===== src/rtl/uart_pkg.sv =====
// Shared constants and state encoding for the UART frame parser.
// Timeout is ten byte-times of ten bits at BPS_CNT clocks per bit.
package uart_pkg;

    localparam logic [7:0] SYNC_BYTE   = 8'hA5;
    localparam int         MAX_LEN     = 16;
    localparam int         BPS_CNT     = 25;
    localparam int         TIMEOUT_CYC = BPS_CNT * 10 * 10;
    localparam int         LW          = $clog2(MAX_LEN + 1);
    localparam int         BUF_AW      = $clog2(MAX_LEN);
    localparam int         TW          = $clog2(TIMEOUT_CYC + 1);

    typedef enum logic [2:0] {
        IDLE    = 3'd0,
        OP      = 3'd1,
        ADDR    = 3'd2,
        LEN     = 3'd3,
        PAYLOAD = 3'd4,
        CSUM    = 3'd5,
        DELIVER = 3'd6
    } state_t;

endpackage


===== src/rtl/uart_frame_buf.sv =====
// Payload buffer: MAX_LEN x 8 register file, synchronous write, asynchronous read.
// Contents are not reset; a frame always writes before it reads.
module uart_frame_buf
    import uart_pkg::*;
(
    input  logic              i_clk,
    input  logic              i_we,
    input  logic [BUF_AW-1:0] i_waddr,
    input  logic [7:0]        i_wdata,
    input  logic [BUF_AW-1:0] i_raddr,
    output logic [7:0]        o_rdata
);

    logic [7:0] r_mem [MAX_LEN];

    always_ff @(posedge i_clk) begin
        if (i_we) begin
            r_mem[i_waddr] <= i_wdata;
        end
    end

    assign o_rdata = r_mem[i_raddr];

endmodule


===== src/rtl/uart_frame_parser.sv =====
// Hunts SYNC, assembles SYNC OP ADDR LEN PAYLOAD CSUM frames, checks the sum
// and streams the buffered payload out; bad, stalled or overrun bytes raise error pulses.
module uart_frame_parser
    import uart_pkg::*;
(
    input  logic        sys_clk,
    input  logic        sys_rst,
    input  logic        uart_rec,
    input  logic [7:0]  uart_data_in,
    output logic        out_valid,
    input  logic        out_ready,
    output logic [7:0]  out_op,
    output logic [7:0]  out_addr,
    output logic [7:0]  out_data,
    output logic        out_last,
    output logic        frame_ok,
    output logic        err_csum,
    output logic        err_len,
    output logic        err_timeout,
    output logic        err_overrun,
    output logic [15:0] frame_cnt,
    output state_t      dbg_state
);

    // Counter value in the cycle before the pulse, so err_timeout lands
    // exactly TIMEOUT_CYC cycles after the last strobe.
    localparam logic [TW-1:0] TMO_LAST = TW'(TIMEOUT_CYC - 2);

    state_t          r_state, w_next;
    logic            r_rec_d;
    logic [7:0]      r_op, r_addr, r_sum;
    logic [LW-1:0]   r_len, r_idx;
    logic [TW-1:0]   r_tmo;
    logic [15:0]     r_frame_cnt;
    logic            r_frame_ok, r_err_csum, r_err_len, r_err_tmo, r_err_ovr;

    logic            w_stb, w_in_frame, w_xfer, w_last;
    logic            w_ok, w_err_csum, w_err_len, w_err_tmo, w_err_ovr;
    logic [7:0]      w_rdata;

    assign w_stb      = uart_rec & ~r_rec_d;
    assign w_in_frame = r_state inside {OP, ADDR, LEN, PAYLOAD, CSUM};
    assign w_last     = (r_idx == r_len - LW'(1));

    // Beat handshake: a beat moves on a cycle where out_valid and out_ready
    // are both high; while out_valid & ~out_ready every out_* field holds.
    assign out_valid = (r_state == DELIVER);
    assign w_xfer    = out_valid & out_ready;
    assign out_last  = out_valid & w_last;
    assign out_data  = out_valid ? w_rdata : 8'h00;
    assign out_op    = r_op;
    assign out_addr  = r_addr + 8'(r_idx);

    assign frame_ok    = r_frame_ok;
    assign err_csum    = r_err_csum;
    assign err_len     = r_err_len;
    assign err_timeout = r_err_tmo;
    assign err_overrun = r_err_ovr;
    assign frame_cnt   = r_frame_cnt;
    assign dbg_state   = r_state;

    uart_frame_buf u_buf (
        .i_clk   (sys_clk),
        .i_we    (w_stb && r_state == PAYLOAD),
        .i_waddr (r_idx[BUF_AW-1:0]),
        .i_wdata (uart_data_in),
        .i_raddr (r_idx[BUF_AW-1:0]),
        .o_rdata (w_rdata)
    );

    always_ff @(posedge sys_clk) begin
        if (sys_rst) begin
            r_state <= IDLE;
        end else begin
            r_state <= w_next;
        end
    end

    always_comb begin
        w_next     = r_state;
        w_ok       = 1'b0;
        w_err_csum = 1'b0;
        w_err_len  = 1'b0;
        w_err_tmo  = 1'b0;
        w_err_ovr  = 1'b0;
        case (r_state)
            IDLE:    if (w_stb && uart_data_in == SYNC_BYTE) w_next = OP;
            OP:      if (w_stb) w_next = ADDR;
            ADDR:    if (w_stb) w_next = LEN;
            LEN: begin
                if (w_stb) begin
                    if (uart_data_in > 8'(MAX_LEN)) begin
                        w_err_len = 1'b1;
                        w_next    = IDLE;
                    end else if (uart_data_in == 8'h00) begin
                        w_next = CSUM;
                    end else begin
                        w_next = PAYLOAD;
                    end
                end
            end
            PAYLOAD: if (w_stb && w_last) w_next = CSUM;
            CSUM: begin
                if (w_stb) begin
                    if (uart_data_in != r_sum) begin
                        w_err_csum = 1'b1;
                        w_next     = IDLE;
                    end else begin
                        w_ok   = 1'b1;
                        w_next = (r_len == '0) ? IDLE : DELIVER;
                    end
                end
            end
            DELIVER: begin
                w_err_ovr = w_stb;
                if (w_xfer && w_last) w_next = IDLE;
            end
            default: w_next = IDLE;
        endcase
        if (w_in_frame && !w_stb && r_tmo == TMO_LAST) begin
            w_next    = IDLE;
            w_err_tmo = 1'b1;
        end
    end

    always_ff @(posedge sys_clk) begin
        if (sys_rst) begin
            r_rec_d     <= 1'b1;
            r_op        <= '0;
            r_addr      <= '0;
            r_sum       <= '0;
            r_len       <= '0;
            r_idx       <= '0;
            r_tmo       <= '0;
            r_frame_cnt <= '0;
            r_frame_ok  <= 1'b0;
            r_err_csum  <= 1'b0;
            r_err_len   <= 1'b0;
            r_err_tmo   <= 1'b0;
            r_err_ovr   <= 1'b0;
        end else begin
            r_rec_d    <= uart_rec;
            r_frame_ok <= w_ok;
            r_err_csum <= w_err_csum;
            r_err_len  <= w_err_len;
            r_err_tmo  <= w_err_tmo;
            r_err_ovr  <= w_err_ovr;
            if (w_ok) r_frame_cnt <= r_frame_cnt + 16'd1;
            if (w_stb || !w_in_frame) begin
                r_tmo <= '0;
            end else begin
                r_tmo <= r_tmo + TW'(1);
            end
            if (w_stb) begin
                case (r_state)
                    OP: begin
                        r_op  <= uart_data_in;
                        r_sum <= uart_data_in;
                    end
                    ADDR: begin
                        r_addr <= uart_data_in;
                        r_sum  <= r_sum + uart_data_in;
                    end
                    LEN: begin
                        r_len <= uart_data_in[LW-1:0];
                        r_sum <= r_sum + uart_data_in;
                        r_idx <= '0;
                    end
                    PAYLOAD: begin
                        r_sum <= r_sum + uart_data_in;
                        r_idx <= r_idx + LW'(1);
                    end
                    CSUM:    r_idx <= '0;
                    default: ;
                endcase
            end
            if (w_xfer) r_idx <= r_idx + LW'(1);
        end
    end

endmodule


===== config.mk =====
export PLATFORM = sky130hd
export DESIGN_NAME = uart_frame_parser
export DESIGN_NICKNAME = d
export VERILOG_FILES = /design/src/rtl/uart_pkg.sv /design/src/rtl/uart_frame_buf.sv /design/src/rtl/uart_frame_parser.sv
export SDC_FILE = /design/constraint.sdc
export NUM_CORES = 1
export LEC_CHECK = 0
export BUFFER_PORTS_ARGS = -buffer_cell sky130_fd_sc_hd__buf_2
export CAP_MARGIN = 40
export CORE_UTILIZATION = 48
export CTS_CLUSTER_DIAMETER = 100
export DETAILED_ROUTE_END_ITERATION = 10
export PLACE_DENSITY = 0.66
export SLEW_MARGIN = 10
export SYNTH_ARGS = -nofsm -noshare
export SYNTH_HDL_FRONTEND = slang
export SYNTH_HIERARCHICAL = 1
export SYNTH_SLANG_ARGS = --single-unit

===== constraint.sdc =====
create_clock -name sys_clk -period 3.5 [get_ports sys_clk]
set_input_delay 0.175 -clock sys_clk [delete_from_list [all_inputs] [get_ports sys_clk]]
set_output_delay 0.175 -clock sys_clk [all_outputs]
set_load 0.1 [all_outputs]

# Yosys cells after proc, flatten, opt, wreduce, memory -nomap -nowiden
# Memories as Yosys holds them, arrays and structs flattened. A register that Yosys moved wholly into a read port is not among the register bits.
# Index checks and enable logic that the tools add are counted.
# W data, S select, Z words.
dict set report op_classes {
  bitwise 8
  n_addsub 6
  n_mux 27
  n_reduce_logical 29
  eq_ne 17
  order_cmp 1
}
# cell n
set op_table {}
lappend op_table {{$mux W3} 10}
lappend op_table {{$pmux W3 S7} 1}
lappend op_table {{$add A16 B1 Y16 const B} 1}
lappend op_table {{$pmux W8 S2} 1}
lappend op_table {{$add A12 B1 Y12 const B} 1}
lappend op_table {{$eq A12 B12 Y1 const B} 1}
lappend op_table {{$mux W5} 2}
lappend op_table {{$ne A2 B2 Y1 const B} 5}
lappend op_table {{$pmux W5 S2} 1}
lappend op_table {{$reduce_and A2 Y1} 5}
lappend op_table {{$eq A3 B3 Y1 const B} 3}
lappend op_table {{$mux W1} 9}
lappend op_table {{$reduce_or A3 Y1} 3}
lappend op_table {{$add A8 B5 Y8} 1}
lappend op_table {{$add A8 B8 Y8} 1}
lappend op_table {{$eq A8 B8 Y1 const B} 1}
lappend op_table {{$gt A8 B5 Y1 const B} 1}
lappend op_table {{$logic_not A8 Y1} 1}
lappend op_table {{$mux W4} 2}
lappend op_table {{$mux W8} 1}
lappend op_table {{$ne A8 B8 Y1} 1}
lappend op_table {{$reduce_or A2 Y1} 4}
lappend op_table {{$reduce_and A7 Y1} 1}
lappend op_table {{$eq A3 B2 Y1 const B} 2}
lappend op_table {{other kinds (15)} 29}
dict set report totals {
  input_bits 12
  word_cells 103
  register_bits 71
  output_inout_bits 50
  mem_count 1
  ram_bits 128
}
# memory depth width read_ports rd_clocked_by_memory_dff write_ports line
set mem_list {}
lappend mem_list {u_buf.r_mem 16 8 1 1 1 uart_frame_buf.sv:14} ;# logic [7:0] r_mem [MAX_LEN];

# Logic depth before layout (Yosys ltp)
dict set report logic_depth {
  ltp_word 7
  mapped_depth 9
  ltp_nobuf 9
}

# Modules after synthesis
# The synthesis kept the hierarchy.
# module seq_area_each_um2 area_per_inst_um2 instances cells_each
set modules_own_cells {}
lappend modules_own_cells {uart_frame_buf 3843.7 4987.3 1 221}
lappend modules_own_cells {uart_frame_parser 1421.4 3826.2 1 465}

# Worst setup path before layout
# No wires, ideal clock.
dict set report synth_path {
  kind {register -> output}
  startpoint {register r_state[1], in the netlist dbg_state[1]}
  endpoint {output port out_last}
  setup_slack_ns -0.500
  required_time_ns 3.325
  path_buffers 2
  stages_incl_launch_ff 5
  t_arrival_ns 3.825
  path_cell_list {dfxtp_1 > clkbuf_1 > clkbuf_1 > nand3_1 > nor3_1}
}
dict set report synth_via {
  elab_chain_len 2
}
# item line
set synth_lines {}
lappend synth_lines {{start, declared} uart_frame_parser.sv:29} ;# state_t r_state, w_next;
lappend synth_lines {{start signal, assigned} uart_frame_parser.sv:75} ;# r_state <= w_next;
lappend synth_lines {{$eq A3 B3 Y1} uart_frame_parser.sv:47} ;# assign out_valid = (r_state == DELIVER);
lappend synth_lines {{$and A1 B1 Y1} uart_frame_parser.sv:49} ;# assign out_last = out_valid & w_last;
lappend synth_lines {{end, declared} uart_frame_parser.sv:15} ;# output logic out_last,
# No other way between the ends.

# Worst setup path after layout
dict set report layout_path {
  startpoint {register r_state[2], in the netlist dbg_state[2]}
  endpoint {memory u_buf.r_mem[2][5], enable pin}
}
dict set report layout_via {
  elab_chain_len 4
}
# item line
set layout_lines {}
lappend layout_lines {{$eq A3 B3 Y1} uart_frame_parser.sv:64} ;# .i_we (w_stb && r_state == PAYLOAD),
lappend layout_lines {{$logic_and A1 B1 Y1} uart_frame_parser.sv:64}
lappend layout_lines {{$mux W1} uart_frame_buf.sv:17} ;# if (i_we) begin
lappend layout_lines {{$mux W1 (not written as such)} uart_frame_buf.sv:18} ;# r_mem[i_waddr] <= i_wdata;
lappend layout_lines {{end, declared} uart_frame_buf.sv:14}
# No other way between the ends.

==> run_results.csv <==
group,metric,value,unit
status,status,"completed",
grt,grt_antenna_before_repair,0,
critical_path,crit_path_max_fanout,19,
hold_path,hold_depth,2,
hold_path,min_to,"r_rec_d",
timing,timing.setup.tns,0,ps
synth,synth_edf_count,128,
clock_tree,cts_setup_buffers,0,
routing,drt-initial-drc-count,433,
timing,post-route-period-util,0.817,
floorplanning,placementRows,49,
critical_path,cp_num_buf_inv,0,
floorplanning,die_area,18900,um2
critical_path,crit_required,3550,ps
placed_design,place.gp.congestion,0.838,
synth,synthCells,686,
finish,multi_input_area,3310,um2
critical_path,critPathArrivalTime,2910,ps
placed_design,io_buffers,61,
routing,wire_per_inst,19.5,um
critical_path,critical-path-max-stage-delay,720,ps
clock_tree,cts_buffer_depth,2,
synth,synthArstFlopShare,0,
hold_path,hp-start,"uart_rec",
routing,ant_nets,0,
clock_tree,cts.sink_count,199,
synth,avgSynthCellArea,12.8,um2
critical_path,cp_num_cells,4,
synth,synth_area,8810,um2
routing,wirelength,19.4,mm
floorplanning,coreArea,18000,um2
timing,fin_crit,2860,ps
timing,worst_slew_pin_slew,858,ps
timing,setup_viol,0,
critical_path,worstPathCellList,"nand3b_4 -> nor3_1 -> or3b_2 -> nor2_1",
timing,timing.final.hold_violations,0,
run,cap_violations,0,
critical_path,r2r_cells,4,
power_and_ir_drop,p_leak,3.55,nW
floorplanning,start_util,0.491,
critical_path,crit_family,"simple AND/OR/NAND/NOR gates",
synth,synth_warnings,6,
clock_tree,cts_resized,0,
clock_tree,clk-insertion-delay-late,430,ps
grt,grt_usage,0.219,
finish,register_area,5270,um2
finish,layout_commonest_cell,"edfxtp_1",
timing,final-max-slew-violation-count,0,
finish,layout.nets,789,
finish,drive_above_1_share,0.185,
finish,fin_util,0.557,
synth,synthTopCellsByArea,"edfxtp_1 (44%), dfxtp_1 (16%), mux4_2 (4.6%), mux4_1 (4.2%), nor2_1 (3.3%)",
routing,drc,0,
grt,grt_max_degree,44,
hold_path,hp-class,"primary input to flip-flop",
finish,nFillCells,1497,
placed_design,dpl.hpwl,12.8,mm
routing,vias,5773,
routing,first_pass_iters,5,
synth,synth_nets,717,
critical_path,r2r_start,"dbg_state[2]",
clock_tree,cts_tree,"built",
clock_tree,cts_made_buffers,17,
clock_tree,htree_num_levels,4,
critical_path,worst_r2r_endpoint,"u_buf/r_mem[2][5]",
finish,insertedDiodeCount,0,
finish,synthToLayoutAreaGrowth,13.5,%
critical_path,crit_path_end_kind,"flip-flop",
clock_tree,cts_hold_buf,0,
grt,overflow,0,
finish,mostFrequentLayoutCells,"edfxtp_1 (128), nor2_1 (78), dfxtp_1 (70), buf_2 (59), nand2_1 (56)",
power_and_ir_drop,ir_drop,0.329,mV
synth,yosysTopAreaCellShare,0.436,
timing,fmax,350,MHz
synth,seq_area_frac_synth,0.597,
timing,fin_skew,9.28,ps
routing,viasPerCell,5.78,
synth,yosys.area.top_type,"edfxtp_1",
clock_tree,cts_root_buf,"clkbuf_16",
clock_tree,clk_pin_slew,60,ps
synth,ys_seq_elements,199,
floorplanning,die_w,138,um
grt,grt_pass1_wl,30.3,mm
timing,relSlewSlack,0.426,
grt,grt_pass1_vias,5385,
floorplanning,ios,62,
timing,rsz0062_at_grt,"false",
floorplanning,die_height,138,um
synth,synthFlopType,"edfxtp_1",
critical_path,worstSetupPathType,"flip-flop to flip-flop",
synth,synth_cell_type_count,65,
critical_path,start_kind,"flip-flop",
power_and_ir_drop,power_density,439,nW/um2
critical_path,cp_slowest_cell,"dfxtp_1",
critical_path,r2r_slack,640,ps
worst max path at each step:
stage	start	to	slack [ps]
global route	dbg_state[2]	u_buf/r_mem[3][7]	390
floorplan	dbg_state[1]	out_data[0]	20
detailed placement	dbg_state[2]	u_buf/r_mem[2][4]	670
finish	dbg_state[2]	u_buf/r_mem[2][5]	640
CTS	dbg_state[2]	u_buf/r_mem[3][4]	630
global placement	uart_data_in[5]	frame_cnt[13]	780
stage by stage:
step | worst slack (ps) | cell area (um2) | hold WS (ps) | cells | total power [mW]
after global placement | 776 | 9450 | 442 | 966 | 2.63
final | 641 | 10000 | 33.7 | 998 | 4.39
after detailed placement | 669 | 9470 | 446 | 968 | 2.64
after floorplan | 21.9 | 8820 | 274 | 686 | 2.58
after global routing | 390 | 10000 | 18.9 | 998 | 4.52
after CTS | 635 | 10000 | 12.0 | 998 | 4.42
cell families (layout without fill, tap and decap cells):
family	after synthesis	in the layout	synth area share
XOR/XNOR	38	38	0.0378
AO/OA/AOI/OAI	98	98	0.0721
multiplexers	47	47	0.105
adder cells (fa/ha/maj)	19	19	0.0287
flip-flops	199	199	0.597
AND/OR/NAND/NOR	236	236	0.132
buffers and inverters	49	132	0.0275
worst register-to-register path: stages (launching register included):
cell and delay, ps:
dfxtp_1 720, nand3b_4 160, nor3_1 440, or3b_2 550, nor2_1 620
cells in the mapped netlist (5+ instances only):
cell type	instances
inv_1	18
nor3_1	16
xnor2_1	18
nand2_1	56
xor2_1	20
ha_1	17
edfxtp_1	128
o21ai_0	18
or3_1	7
nand3_1	14
nor2b_1	8
mux4_1	14
mux4_2	18
nand4_1	9
mux2i_1	15
a21oi_1	30
and2_1	10
o21bai_1	5
clkbuf_1	17
and3_1	6
a22oi_1	16
nor2_1	78
dfxtp_1	71
layer usage:
| metal | GRT usage | part of all wire | wire [um] | vias to the layer above |
|---|---|---|---|---|
| met5 | 0 | 0 | 0 | - |
| met4 | 0.0476 | 0.0070 | 136 | 0 |
| met3 | 0.0434 | 0.056 | 1090 | 14 |
| met2 | 0.343 | 0.46 | 9040 | 190 |
| met1 | 0.314 | 0.47 | 9180 | 2873 |
| li1 | - | - | - | 2696 |
report_power, final:
part	total [mW]	internal, mW	switching, mW
clock	1.81	0.973	0.836
sequential	2.49	2.49	0.000587
combinational	0.0900	0.0244	0.0656
state kept, by name, summed over array words and instances (netlist names):
| signal | cells |
|---|---|
| u_buf/r_mem | 128 |
| frame_cnt | 16 |
| r_tmo | 12 |
| out_op | 8 |
| r_addr | 8 |
| r_sum | 8 |
| r_idx | 5 |
| r_len | 5 |
| dbg_state | 3 |
| err_csum | 1 |
| err_len | 1 |
| err_overrun | 1 |
| err_timeout | 1 |
| frame_ok | 1 |
| r_rec_d | 1 |
final cells by class:
cell class,instances,share of cell area
clock buffer,18,0.0429
clock inverter,12,0.0105
timing repair buffer,83,0.0538
tap,229,0.0286
sequential,199,0.526
inverter,19,0.00713
multi-input combinational,438,0.331
No activity file was read; power rests on OpenSTA's default activity.
